### src/rtl/mem_port_arbiter_if.sv
// Bundle of the fetch, data and memory-side signals around mem_port_arbiter.
// The arbiter uses the slave modport; the CPU/memory side uses master.
interface mem_port_arbiter_if #(
   parameter int unsigned ADDR_W = 32,
   parameter int unsigned DATA_W = 32
);
   logic              if_req;
   logic [ADDR_W-1:0] if_addr;
   logic [DATA_W-1:0] if_rdata;
   logic              if_ack;
   logic              d_req;
   logic              d_we;
   logic [ADDR_W-1:0] d_addr;
   logic [DATA_W-1:0] d_wdata;
   logic [DATA_W-1:0] d_rdata;
   logic              d_ack;
   logic              mem_en;
   logic              mem_we;
   logic [ADDR_W-1:0] mem_addr;
   logic [DATA_W-1:0] mem_wdata;
   logic [DATA_W-1:0] mem_rdata;
   logic              grant;
   logic              busy;

   modport slave (
      input  if_req, if_addr, d_req, d_we, d_addr, d_wdata, mem_rdata,
      output if_rdata, if_ack, d_rdata, d_ack, mem_en, mem_we, mem_addr, mem_wdata, grant, busy
   );

   modport master (
      output if_req, if_addr, d_req, d_we, d_addr, d_wdata, mem_rdata,
      input  if_rdata, if_ack, d_rdata, d_ack, mem_en, mem_we, mem_addr, mem_wdata, grant, busy
   );
endinterface

### src/rtl/mem_port_arbiter.sv
// Shares one single-port memory between the fetch and data requesters (IDLE/BUSY/DONE FSM).
// Define MEMARB_RR_EN for round-robin on collisions; otherwise the data port always wins.
module mem_port_arbiter #(
   parameter int unsigned ADDR_W   = 32,
   parameter int unsigned DATA_W   = 32,
   parameter int unsigned WAIT_CYC = 1
) (
   input logic                clk,
   input logic                reset,
   mem_port_arbiter_if.slave  bus
);

   localparam logic [3:0] WaitLd = 4'(WAIT_CYC);

   typedef enum logic [1:0] {StIdle, StBusy, StDone} state_e;

   state_e            state_q, state_d;
   logic [3:0]        cnt_q, cnt_d;
   logic              grant_q, grant_d;
   logic              busy_q, busy_d;
   logic              mem_en_q, mem_en_d;
   logic              mem_we_q, mem_we_d;
   logic [ADDR_W-1:0] mem_addr_q, mem_addr_d;
   logic [DATA_W-1:0] mem_wdata_q, mem_wdata_d;
   logic [DATA_W-1:0] if_rdata_q, if_rdata_d;
   logic [DATA_W-1:0] d_rdata_q, d_rdata_d;
   logic              if_ack_q, if_ack_d;
   logic              d_ack_q, d_ack_d;
   logic              any_req;
   logic              win_data;

   assign any_req = bus.if_req | bus.d_req;

`ifdef MEMARB_RR_EN
   logic last_grant_q, last_grant_d;

   // On a collision the port that was not granted last time wins.
   assign win_data = bus.d_req & ~(bus.if_req & last_grant_q);

   always_comb begin
      last_grant_d = last_grant_q;
      if (state_q == StIdle && any_req) begin
         last_grant_d = win_data;
      end
   end

   always_ff @(posedge clk) begin
      if (reset) begin
         last_grant_q <= 1'b0;
      end else begin
         last_grant_q <= last_grant_d;
      end
   end
`else
   assign win_data = bus.d_req;
`endif

   always_comb begin
      state_d     = state_q;
      cnt_d       = cnt_q;
      grant_d     = grant_q;
      busy_d      = busy_q;
      mem_en_d    = mem_en_q;
      mem_we_d    = mem_we_q;
      mem_addr_d  = mem_addr_q;
      mem_wdata_d = mem_wdata_q;
      if_rdata_d  = if_rdata_q;
      d_rdata_d   = d_rdata_q;
      if_ack_d    = 1'b0;
      d_ack_d     = 1'b0;
      unique case (state_q)
         StIdle: begin
            if (any_req) begin
               grant_d     = win_data;
               mem_en_d    = 1'b1;
               mem_we_d    = win_data & bus.d_we;
               mem_addr_d  = win_data ? bus.d_addr : bus.if_addr;
               mem_wdata_d = win_data ? bus.d_wdata : '0;
               cnt_d       = WaitLd;
               busy_d      = 1'b1;
               state_d     = StBusy;
            end
         end
         StBusy: begin
            if (cnt_q == 4'd0) begin
               mem_en_d = 1'b0;
               mem_we_d = 1'b0;
               // Writes leave the port's read-data register untouched.
               if (!mem_we_q) begin
                  if (grant_q) begin
                     d_rdata_d = bus.mem_rdata;
                  end else begin
                     if_rdata_d = bus.mem_rdata;
                  end
               end
               if_ack_d = ~grant_q;
               d_ack_d  = grant_q;
               state_d  = StDone;
            end else begin
               cnt_d = cnt_q - 4'd1;
            end
         end
         StDone: begin
            busy_d  = 1'b0;
            state_d = StIdle;
         end
         default: begin
            state_d = StIdle;
         end
      endcase
   end

   always_ff @(posedge clk) begin
      if (reset) begin
         state_q     <= StIdle;
         cnt_q       <= 4'd0;
         grant_q     <= 1'b0;
         busy_q      <= 1'b0;
         mem_en_q    <= 1'b0;
         mem_we_q    <= 1'b0;
         mem_addr_q  <= '0;
         mem_wdata_q <= '0;
         if_rdata_q  <= '0;
         d_rdata_q   <= '0;
         if_ack_q    <= 1'b0;
         d_ack_q     <= 1'b0;
      end else begin
         state_q     <= state_d;
         cnt_q       <= cnt_d;
         grant_q     <= grant_d;
         busy_q      <= busy_d;
         mem_en_q    <= mem_en_d;
         mem_we_q    <= mem_we_d;
         mem_addr_q  <= mem_addr_d;
         mem_wdata_q <= mem_wdata_d;
         if_rdata_q  <= if_rdata_d;
         d_rdata_q   <= d_rdata_d;
         if_ack_q    <= if_ack_d;
         d_ack_q     <= d_ack_d;
      end
   end

   assign bus.grant     = grant_q;
   assign bus.busy      = busy_q;
   assign bus.mem_en    = mem_en_q;
   assign bus.mem_we    = mem_we_q;
   assign bus.mem_addr  = mem_addr_q;
   assign bus.mem_wdata = mem_wdata_q;
   assign bus.if_rdata  = if_rdata_q;
   assign bus.d_rdata   = d_rdata_q;
   assign bus.if_ack    = if_ack_q;
   assign bus.d_ack     = d_ack_q;

endmodule

### src/flat_wrapper.sv
// flat-port wrapper written by rule: the top's interface ports become plain ports
module mem_port_arbiter_flat 
#(
   parameter int unsigned ADDR_W   = 32,
   parameter int unsigned DATA_W   = 32,
   parameter int unsigned WAIT_CYC = 1
)
  (clk, reset, bus_if_req, bus_if_addr, bus_d_req, bus_d_we, bus_d_addr, bus_d_wdata, bus_mem_rdata, bus_if_rdata, bus_if_ack, bus_d_rdata, bus_d_ack, bus_mem_en, bus_mem_we, bus_mem_addr, bus_mem_wdata, bus_grant, bus_busy);
  mem_port_arbiter_if #(.ADDR_W(ADDR_W), .DATA_W(DATA_W)) bus_i ();
  input logic clk;
  input logic reset;
  input wire logic [$bits(bus_i.if_req)-1:0] bus_if_req;
  input wire logic [$bits(bus_i.if_addr)-1:0] bus_if_addr;
  input wire logic [$bits(bus_i.d_req)-1:0] bus_d_req;
  input wire logic [$bits(bus_i.d_we)-1:0] bus_d_we;
  input wire logic [$bits(bus_i.d_addr)-1:0] bus_d_addr;
  input wire logic [$bits(bus_i.d_wdata)-1:0] bus_d_wdata;
  input wire logic [$bits(bus_i.mem_rdata)-1:0] bus_mem_rdata;
  output wire logic [$bits(bus_i.if_rdata)-1:0] bus_if_rdata;
  output wire logic [$bits(bus_i.if_ack)-1:0] bus_if_ack;
  output wire logic [$bits(bus_i.d_rdata)-1:0] bus_d_rdata;
  output wire logic [$bits(bus_i.d_ack)-1:0] bus_d_ack;
  output wire logic [$bits(bus_i.mem_en)-1:0] bus_mem_en;
  output wire logic [$bits(bus_i.mem_we)-1:0] bus_mem_we;
  output wire logic [$bits(bus_i.mem_addr)-1:0] bus_mem_addr;
  output wire logic [$bits(bus_i.mem_wdata)-1:0] bus_mem_wdata;
  output wire logic [$bits(bus_i.grant)-1:0] bus_grant;
  output wire logic [$bits(bus_i.busy)-1:0] bus_busy;
  assign bus_i.if_req = bus_if_req;
  assign bus_i.if_addr = bus_if_addr;
  assign bus_i.d_req = bus_d_req;
  assign bus_i.d_we = bus_d_we;
  assign bus_i.d_addr = bus_d_addr;
  assign bus_i.d_wdata = bus_d_wdata;
  assign bus_i.mem_rdata = bus_mem_rdata;
  assign bus_if_rdata = bus_i.if_rdata;
  assign bus_if_ack = bus_i.if_ack;
  assign bus_d_rdata = bus_i.d_rdata;
  assign bus_d_ack = bus_i.d_ack;
  assign bus_mem_en = bus_i.mem_en;
  assign bus_mem_we = bus_i.mem_we;
  assign bus_mem_addr = bus_i.mem_addr;
  assign bus_mem_wdata = bus_i.mem_wdata;
  assign bus_grant = bus_i.grant;
  assign bus_busy = bus_i.busy;
  mem_port_arbiter #(.ADDR_W(ADDR_W), .DATA_W(DATA_W), .WAIT_CYC(WAIT_CYC)) u_core (.clk(clk), .reset(reset), .bus(bus_i));
endmodule
### config.mk
export PLATFORM = sky130hd
export DESIGN_NAME = mem_port_arbiter_flat
export DESIGN_NICKNAME = d
export VERILOG_FILES = /design/src/rtl/mem_port_arbiter_if.sv /design/src/rtl/mem_port_arbiter.sv /design/src/flat_wrapper.sv
export SDC_FILE = /design/constraint.sdc
export NUM_CORES = 1
export LEC_CHECK = 0
export CORE_MARGIN = 2
export CORE_UTILIZATION = 44
export DETAILED_ROUTE_END_ITERATION = 6
export PLACE_DENSITY = 0.86
export SLEW_MARGIN = 20
export SYNTH_ARGS = -nofsm -noshare
export SYNTH_HDL_FRONTEND = slang
export SYNTH_SLANG_ARGS = --single-unit
export TNS_END_PERCENT = 10
### constraint.sdc
create_clock -name clk -period 2.73 [get_ports clk]
set_input_delay 0.546 -clock clk [delete_from_list [all_inputs] [get_ports clk]]
set_output_delay 0.546 -clock clk [all_outputs]
set_load 0.01 [all_outputs]
==> flow_summary.rst, run 1 <==
.. list-table::
   :header-rows: 1

   * - Metric
     - Value
   * - Outcome
     - completed
   * - Grt total ovfl
     - 0
   * - Residual DRC count
     - 0
   * - Final instance area
     - around 8700 um2
   * - Post-synthesis cell area
     - about 5500 um2
   * - Count of synthesis-stage warnings from yosys
     - 0
   * - Post-synth top area share
     - a little over 50%
   * - Layout overhead on the synthesized area
     - 59.4%
   * - Instance area after placement
     - 8090 um2
   * - Final critical-path required period
     - roughly 2.1 ns
   * - Syn_nets
     - approximately 710
   * - Most common cell in the netlist
     - sky130_fd_sc_hd__dfxtp_1
   * - DRT antenna net count
     - 0
   * - HPWL Detailed
     - between 10 and 15 mm
   * - WL met3
     - between 1 and 1.5 mm
   * - Clock group share of total power
     - between 40 and 50%
   * - Core area
     - 12100 um2
   * - Endpoint type of the worst setup path
     - output port
   * - Post-CTS sizing
     - 0
   * - Placer congestion estimate
     - 0.832
   * - Commonest cells in the synthesized netlist
     - 140 x sky130_fd_sc_hd__dfxtp_1, 101 x sky130_fd_sc_hd__a21oi_1, 64 x sky130_fd_sc_hd__nand3_1, 48 x sky130_fd_sc_hd__o21ai_0, 33 x sky130_fd_sc_hd__a211oi_1
   * - Max layer used
     - met4
   * - Number of placed I/O pins
     - around 270
   * - Number of port buffers
     - between 200 and 300
   * - Slowest cell on crit path
     - sky130_fd_sc_hd__clkdlybuf4s50_1
   * - Crit start category
     - flip-flop
   * - Length of the first detailed-routing pass in iterations
     - 6
   * - Switching Share
     - approximately a quarter
   * - CP peak stage delay
     - around 0.63 ns
   * - Type of the setup path with the least slack
     - flip-flop to output port
   * - Number of endpoints with negative hold slack in the final report
     - 0
   * - Classification of the worst-slack hold path
     - flip-flop to flip-flop
   * - Fin worst setup slack
     - about 0.64 ns
   * - Part of the total power dissipated in combinational logic
     - around a fifth
   * - Total routed wirelength
     - about 17 mm
   * - Violation count after the first detailed-route iteration
     - between 600 and 700
   * - Synth Register Bits
     - 140
   * - Number of clock sinks
     - 140
   * - Critical Path Fanout Max
     - 8
   * - Pin count of the biggest net entering global routing
     - between 70 and 80
   * - Routed metal-1 wirelength
     - between 6 and 7 mm
   * - Footprint of the flip-flops and latches
     - ~2800 um2
   * - Clock latency of the later-clocked register in the worst-skew pair
     - between 0.4 and 0.5 ns
   * - Post-synth top flop
     - sky130_fd_sc_hd__dfxtp_1
   * - Via count
     - roughly 5400
   * - Row count
     - 40
   * - Actual slew at the worst max-slew pin
     - about 0.75 ns
   * - Unrepaired setup endpoints after global routing
     - no
   * - Number of buffers added by the clock tree synthesis step
     - 17
   * - Number of antenna violations at the first check in global routing
     - 1
   * - Total met2 wirelength after detailed routing
     - around 9.0 mm
   * - Data arrival at the endpoint of the critical path
     - between 1.5 and 2 ns
   * - Cells after DPL
     - 950
   * - Cells after synthesis
     - about 570
   * - Worst path buffer plus inverter count
     - 1
   * - Non-filler cells, final
     - 982
   * - Cell chosen for the clock root
     - sky130_fd_sc_hd__clkbuf_16
   * - Die height
     - 116 um
   * - Pwr per Cell Area
     - 692 nW/um2
   * - Layout filler cell count
     - slightly below 900
   * - Setup Skew
     - ~0.010 ns
   * - Worst hold margin
     - ~0.48 ns
   * - Total power draw
     - between 6 and 7 mW
   * - CTS clk-pin slew, worst paths
     - approximately 0.060 ns
   * - Static Leak
     - between 3 and 4 nW
   * - Worst EP required
     - around 2.2 ns
   * - Count of nets after finishing
     - 935
   * - Core utilization of the finished layout
     - 72.5%
   * - Reg-to-reg slack, setup
     - roughly 0.74 ns
   * - Cells taking the most area after synthesis
     - sky130_fd_sc_hd__dfxtp_1 51%, sky130_fd_sc_hd__a21oi_1 9.2%, sky130_fd_sc_hd__mux2i_1 5.8%
   * - Die X-Extent
     - ~120 um
   * - Post-CTS repair timing setup buffer count
     - 0
   * - Biggest area consumer among synthesized cells
     - sky130_fd_sc_hd__dfxtp_1
   * - Clock tree from TritonCTS
     - yes
   * - Count of max-cap constraint violations
     - 0
   * - Number of synthesized flops with an enable pin
     - 0
   * - Via-to-Cell Ratio
     - around 5.5
   * - Period Utilization, post-route
     - roughly 77%
   * - P_sw
     - around 1.6 mW
   * - Endpoints failing setup
     - 0
   * - Combined area of the multi-input logic cells
     - between 2000 and 2500 um2
   * - Die area
     - approximately 13000 um2
   * - Average cell area after synthesis
     - about 9.6 um2
   * - Family of cells with the greatest summed delay on the critical path
     - buffers and inverters
   * - Fraction of synthesis flops using an asynchronous set or reset pin
     - 0%
   * - Proportion of power drawn by flip-flops and latches
     - roughly two fifths
   * - Cell-internal power
     - between 4 and 5 mW
   * - Peak ir drop on the vdd network
     - slightly below 0.4 mV
   * - Max-Slew Margin vs Limit
     - 49.9%
   * - Deepest level of the CTS H-tree
     - 4
   * - Wire length of the first global-routing pass
     - 26.2 mm
   * - CTS max path bufs
     - 2
   * - Total GRT Usage
     - approximately 25%
   * - Count of hold buffers inserted by post-cts repair
     - 0
   * - Layout cells sized above 1
     - under 10%
   * - Average routed wire per standard cell
     - around 17 um
   * - Vias in the first global route
     - approximately 5300
   * - Chain of cells forming the critical path
     - clkdlybuf4s50_1
   * - Upper clock frequency limit
     - 478 MHz
   * - Post-synthesis sequential area ratio
     - around half
   * - Worst-case setup slack after placement
     - just over 0.3 ns
   * - Count of cell types in the netlist
     - 38
   * - Setup Total Neg Slack
     - 0 ns
   * - Slew Limit Fails
     - 0
   * - Starting density of the core
     - 45.4%
[tightest hold or removal path, delay by kind of cell (launching register included)]
family	cells	cell delay, ns
DFF	1	0.30
AOI/OAI and AO/OA	2	0.12
[path summary, 6_finish.rpt]
path | from | endpoint | depth (start not counted)
min reg2reg | u_core.bus.d_rdata[30] | u_core.bus.d_rdata[30] | 2
max reg2reg | u_core.cnt_q[0] | u_core.bus.d_rdata[0] | 6
min | u_core.bus.d_rdata[30] | u_core.bus.d_rdata[30] | 2
max | u_core.bus.grant | bus_grant | 1
[logic make-up after synthesis]
logic type / share of synthesized area (%)
and+or+nand+nor: 9.61
buffers and inverters: 6.60
DFF: 51.1
AOI/OAI and AO/OA: 26.6
adders and majority gates: 0.228
muxes: 5.84
[routing by layer]
layer / track usage [%] / vias to the layer above
li1: - / 2565
met1: 28.3 / 2556
met2: 43.5 / 261
met3: 7.01 / 28
met4: 10.6 / 0
met5: 0 / -
[power by group through the flow]
stage	registers (mW)	clock network [mW]	logic, mW
after floorplan	2.41	0	0.589
after global placement	2.36	0	1.22
after detailed placement	2.36	0	1.26
after CTS	2.33	2.49	1.26
after global routing	2.34	2.59	1.35
final	2.33	2.46	1.26
[registers in the layout, indices dropped and copies added (netlist names)]
name,flops
u_core.bus.busy,1
u_core.bus.d_ack,1
u_core.bus.d_rdata,32
u_core.bus.grant,1
u_core.bus.if_ack,1
u_core.bus.if_rdata,32
u_core.bus.mem_addr,32
u_core.bus.mem_en,1
u_core.bus.mem_wdata,32
u_core.bus.mem_we,1
u_core.cnt_q,4
u_core.state_q,2
[final cells by class]
class                      count  area share (%)
sequential                   140            32.1
antenna                        1          0.0286
clock buffer                  22            5.54
inverter                       4           0.172
multi-input combinational    363            26.7
clock inverter                 9            1.83
timing repair buffer         275            31.3
tap                          168            2.41
[cell usage in the layout, fill, tap and decap left out, types with 2 or more instances in the layout]
| cell | n |
|---|---|
| sky130_fd_sc_hd__dfxtp_1 | 140 |
| sky130_fd_sc_hd__clkdlybuf4s50_1 | 264 |
| sky130_fd_sc_hd__clkinvlp_4 | 3 |
| sky130_fd_sc_hd__o21ai_1 | 20 |
| sky130_fd_sc_hd__or4_1 | 2 |
| sky130_fd_sc_hd__o21ai_0 | 48 |
| sky130_fd_sc_hd__nor3_1 | 2 |
| sky130_fd_sc_hd__nor4b_4 | 2 |
| sky130_fd_sc_hd__inv_1 | 4 |
| sky130_fd_sc_hd__mux2i_1 | 32 |
| sky130_fd_sc_hd__clkbuf_16 | 17 |
| sky130_fd_sc_hd__a211oi_1 | 33 |
| sky130_fd_sc_hd__clkbuf_8 | 4 |
| sky130_fd_sc_hd__a21o_1 | 2 |
| sky130_fd_sc_hd__nand2b_1 | 2 |
| sky130_fd_sc_hd__clkinv_4 | 2 |
| sky130_fd_sc_hd__nand3_1 | 64 |
| sky130_fd_sc_hd__a22o_1 | 32 |
| sky130_fd_sc_hd__bufinv_16 | 4 |
| sky130_fd_sc_hd__nand2_1 | 3 |
| sky130_fd_sc_hd__buf_4 | 9 |
| sky130_fd_sc_hd__a21oi_1 | 101 |
No activity file was read; power rests on OpenSTA's default activity.
==> run 2, diff against run 1 <==
CORE_UTILIZATION = 41   (was 44)
PLACE_DENSITY = 0.81   (was 0.86)
clock period = 2.17 ns   (was 2.73 ns; I/O delays follow)
==> flow_summary.rst, run 2 (synthesis gave the netlist of run 1 again) <==
.. list-table::
   :header-rows: 1

   * - Metric
     - Value
   * - Outcome
     - completed
   * - GRT met1 Usage
     - 26.1% (-2.3 points)
   * - Worst EP required
     - 1.74 ns (-0.44 ns)
   * - Post-CTS repair timing setup buffer count
     - 0 (unchanged)
   * - Peak ir drop on the vdd network
     - 0.503 mV (+30%)
   * - Number of antenna violations at the first check in global routing
     - 0 (-1)
   * - Die area
     - 14300 um2 (+7.1%)
   * - Layout overhead on the synthesized area
     - 59.8%
   * - Number of placed I/O pins
     - 267 (unchanged)
   * - Violation count after the first detailed-route iteration
     - 481 (-24%)
   * - CP peak stage delay
     - 0.65 ns (+0.02 ns)
   * - Slew Limit Fails
     - 0 (unchanged)
   * - Global route hottest layer
     - met2
   * - Cell chosen for the clock root
     - sky130_fd_sc_hd__clkbuf_16
   * - Fin worst setup slack
     - 0.209 ns (-0.431 ns)
   * - Setup Total Neg Slack
     - 0 ns (unchanged)
   * - Critical Path Fanout Max
     - 6 (-2)
   * - Routing usage on met2
     - 39.6% (-4.0 points)
   * - Number of buffers added by the clock tree synthesis step
     - 17 (unchanged)
   * - Length of the first detailed-routing pass in iterations
     - 5 (-1)
   * - Classification of the worst-slack hold path
     - primary input to flip-flop
   * - Slowest cell on crit path
     - sky130_fd_sc_hd__clkdlybuf4s50_1
   * - Die X-Extent
     - 120 um (+3.5%)
   * - Placer congestion estimate
     - 0.763 (-8.3%)
   * - Chain of cells forming the critical path
     - clkdlybuf4s50_1
   * - Total routed wirelength
     - 16.6 mm (-3.7%)
   * - Global routing met3 resource utilization
     - 8.17% (+1.2 points)
   * - Final critical-path required period
     - roughly 2.0 ns
   * - Wire length of the first global-routing pass
     - 26.1 mm (-0.39%)
   * - Period Utilization, post-route
     - between 90 and 100%
   * - Die height
     - 120 um (+3.5%)
   * - Number of port buffers
     - 266 (unchanged)
   * - Number of endpoints with negative hold slack in the final report
     - 0 (unchanged)
   * - Crit start category
     - flip-flop
   * - Clock latency of the later-clocked register in the worst-skew pair
     - 0.42 ns (about the same)
   * - Layout filler cell count
     - 978 (+13%)
   * - Data arrival at the endpoint of the critical path
     - 1.53 ns (about the same)
   * - Number of clock sinks
     - 140 (unchanged)
   * - Post-CTS sizing
     - 0 (unchanged)
   * - Via count
     - 5437 (+0.50%)
   * - CTS max path bufs
     - 2 (unchanged)
   * - DRT antenna net count
     - 0 (unchanged)
   * - Worst path buffer plus inverter count
     - 1 (unchanged)
   * - Static Leak
     - 3.16 nW (+0.20%)
   * - Residual DRC count
     - 0 (unchanged)
   * - Top library cells by usage in the layout, fill and taps aside
     - 264 x sky130_fd_sc_hd__clkdlybuf4s50_1, 140 x sky130_fd_sc_hd__dfxtp_1, 101 x sky130_fd_sc_hd__a21oi_1
   * - Count of nets after finishing
     - 942 (+0.75%)
   * - Endpoint type of the worst setup path
     - output port
   * - Deepest level of the CTS H-tree
     - 4 (unchanged)
   * - Vias in the first global route
     - 5386 (+1.3%)
   * - Total GRT Usage
     - 22.8% (-2.0 points)
   * - Via-to-Cell Ratio
     - 5.45 (-1.0%)
   * - Unrepaired setup endpoints after global routing
     - no
   * - Count of max-cap constraint violations
     - 0 (unchanged)
   * - Type of the setup path with the least slack
     - flip-flop to output port
   * - Count of hold buffers inserted by post-cts repair
     - 0 (unchanged)
   * - Starting density of the core
     - 41.7% (-3.7 points)
   * - Family of cells with the greatest summed delay on the critical path
     - buffers and inverters
   * - Count of antenna diodes in the layout
     - 0 (-1)
   * - Average routed wire per standard cell
     - 16.6 um (-5.1%)
   * - Actual slew at the worst max-slew pin
     - 0.498 ns (-0.253 ns)
   * - Upper clock frequency limit
     - approximately 510 MHz
   * - Worst-case setup slack after placement
     - 0.113 ns (-0.192 ns)
   * - Setup Skew
     - 0.00769 ns (-0.00267 ns)
   * - CTS clk-pin slew, worst paths
     - 0.06 ns (about the same)
   * - Layout cells sized above 1
     - 7.31% (+0.79 points)
   * - Pwr per Cell Area
     - 833 nW/um2 (+20%)
   * - Row count
     - 42 (+5.0%)
   * - Max-Slew Margin vs Limit
     - 66.7% (+17 points)
   * - Core area
     - 13100 um2 (+8.9%)
   * - Endpoints failing setup
     - 0 (unchanged)
   * - Clock tree from TritonCTS
     - yes
   * - Grt total ovfl
     - 0 (unchanged)
   * - Most common library cell in the layout ignoring fill and taps
     - sky130_fd_sc_hd__clkdlybuf4s50_1
   * - HPWL Detailed
     - 11.8 mm (-2.2%)
   * - Pin count of the biggest net entering global routing
     - 68 (-4.2%)
[run 2: area by class of cell]
cell class                      count  area, um2  area share (%)
Timing Repair Buffer              282       2830            32.3
Sequential cell                   140       2800            32.0
Multi-Input combinational cell    363       2330            26.6
Clock buffer                       20        457            5.21
Tap cell                          176        220            2.51
Clock inverter                     12        113            1.29
Inverter                            4       15.0           0.171
[run 2: path summary, 6_finish.rpt]
check,startpoint,end,slack [ns],cells after the start
worst max register to register,u_core.cnt_q[0],u_core.bus.d_rdata[7],0.31,6
worst max-delay path,u_core.bus.mem_we,bus_mem_we,0.21,1
worst min register to register,u_core.bus.if_rdata[5],u_core.bus.if_rdata[5],0.48,2
worst min-delay path,reset,u_core.bus.busy,0.30,2
[run 2: routing by layer]
metal  vias up  part of all wire (%)
met5         -                     0
met4         0                   1.5
met3        25                   9.2
met2       258                    50
met1      2570                    39
li1       2584                     -
[run 2: stage by stage]
stage	std cells	power, mW	utilization [%]	cell area (um2)	hold slack, ns
2_1_floorplan	571	3.78	-	5480	0.465
3_5_place_dp	965	4.61	62.3	8190	0.466
4_1_cts	997	7.35	66.7	8760	0.282
5_1_grt	997	7.60	66.7	8760	0.291
3_3_place_gp	965	4.56	62.3	8190	0.460
6_report	997	7.30	66.7	8760	0.302
[run 2: report_power, final]
group / switching [mW] / internal [mW] / total [mW] / leakage (nW)
logic: 0.807 / 0.832 / 1.64 / 1.75
registers: 0.135 / 2.78 / 2.92 / 1.15
clock network: 1.10 / 1.64 / 2.74 / 0.265
total: 2.04 / 5.26 / 7.30 / 3.16
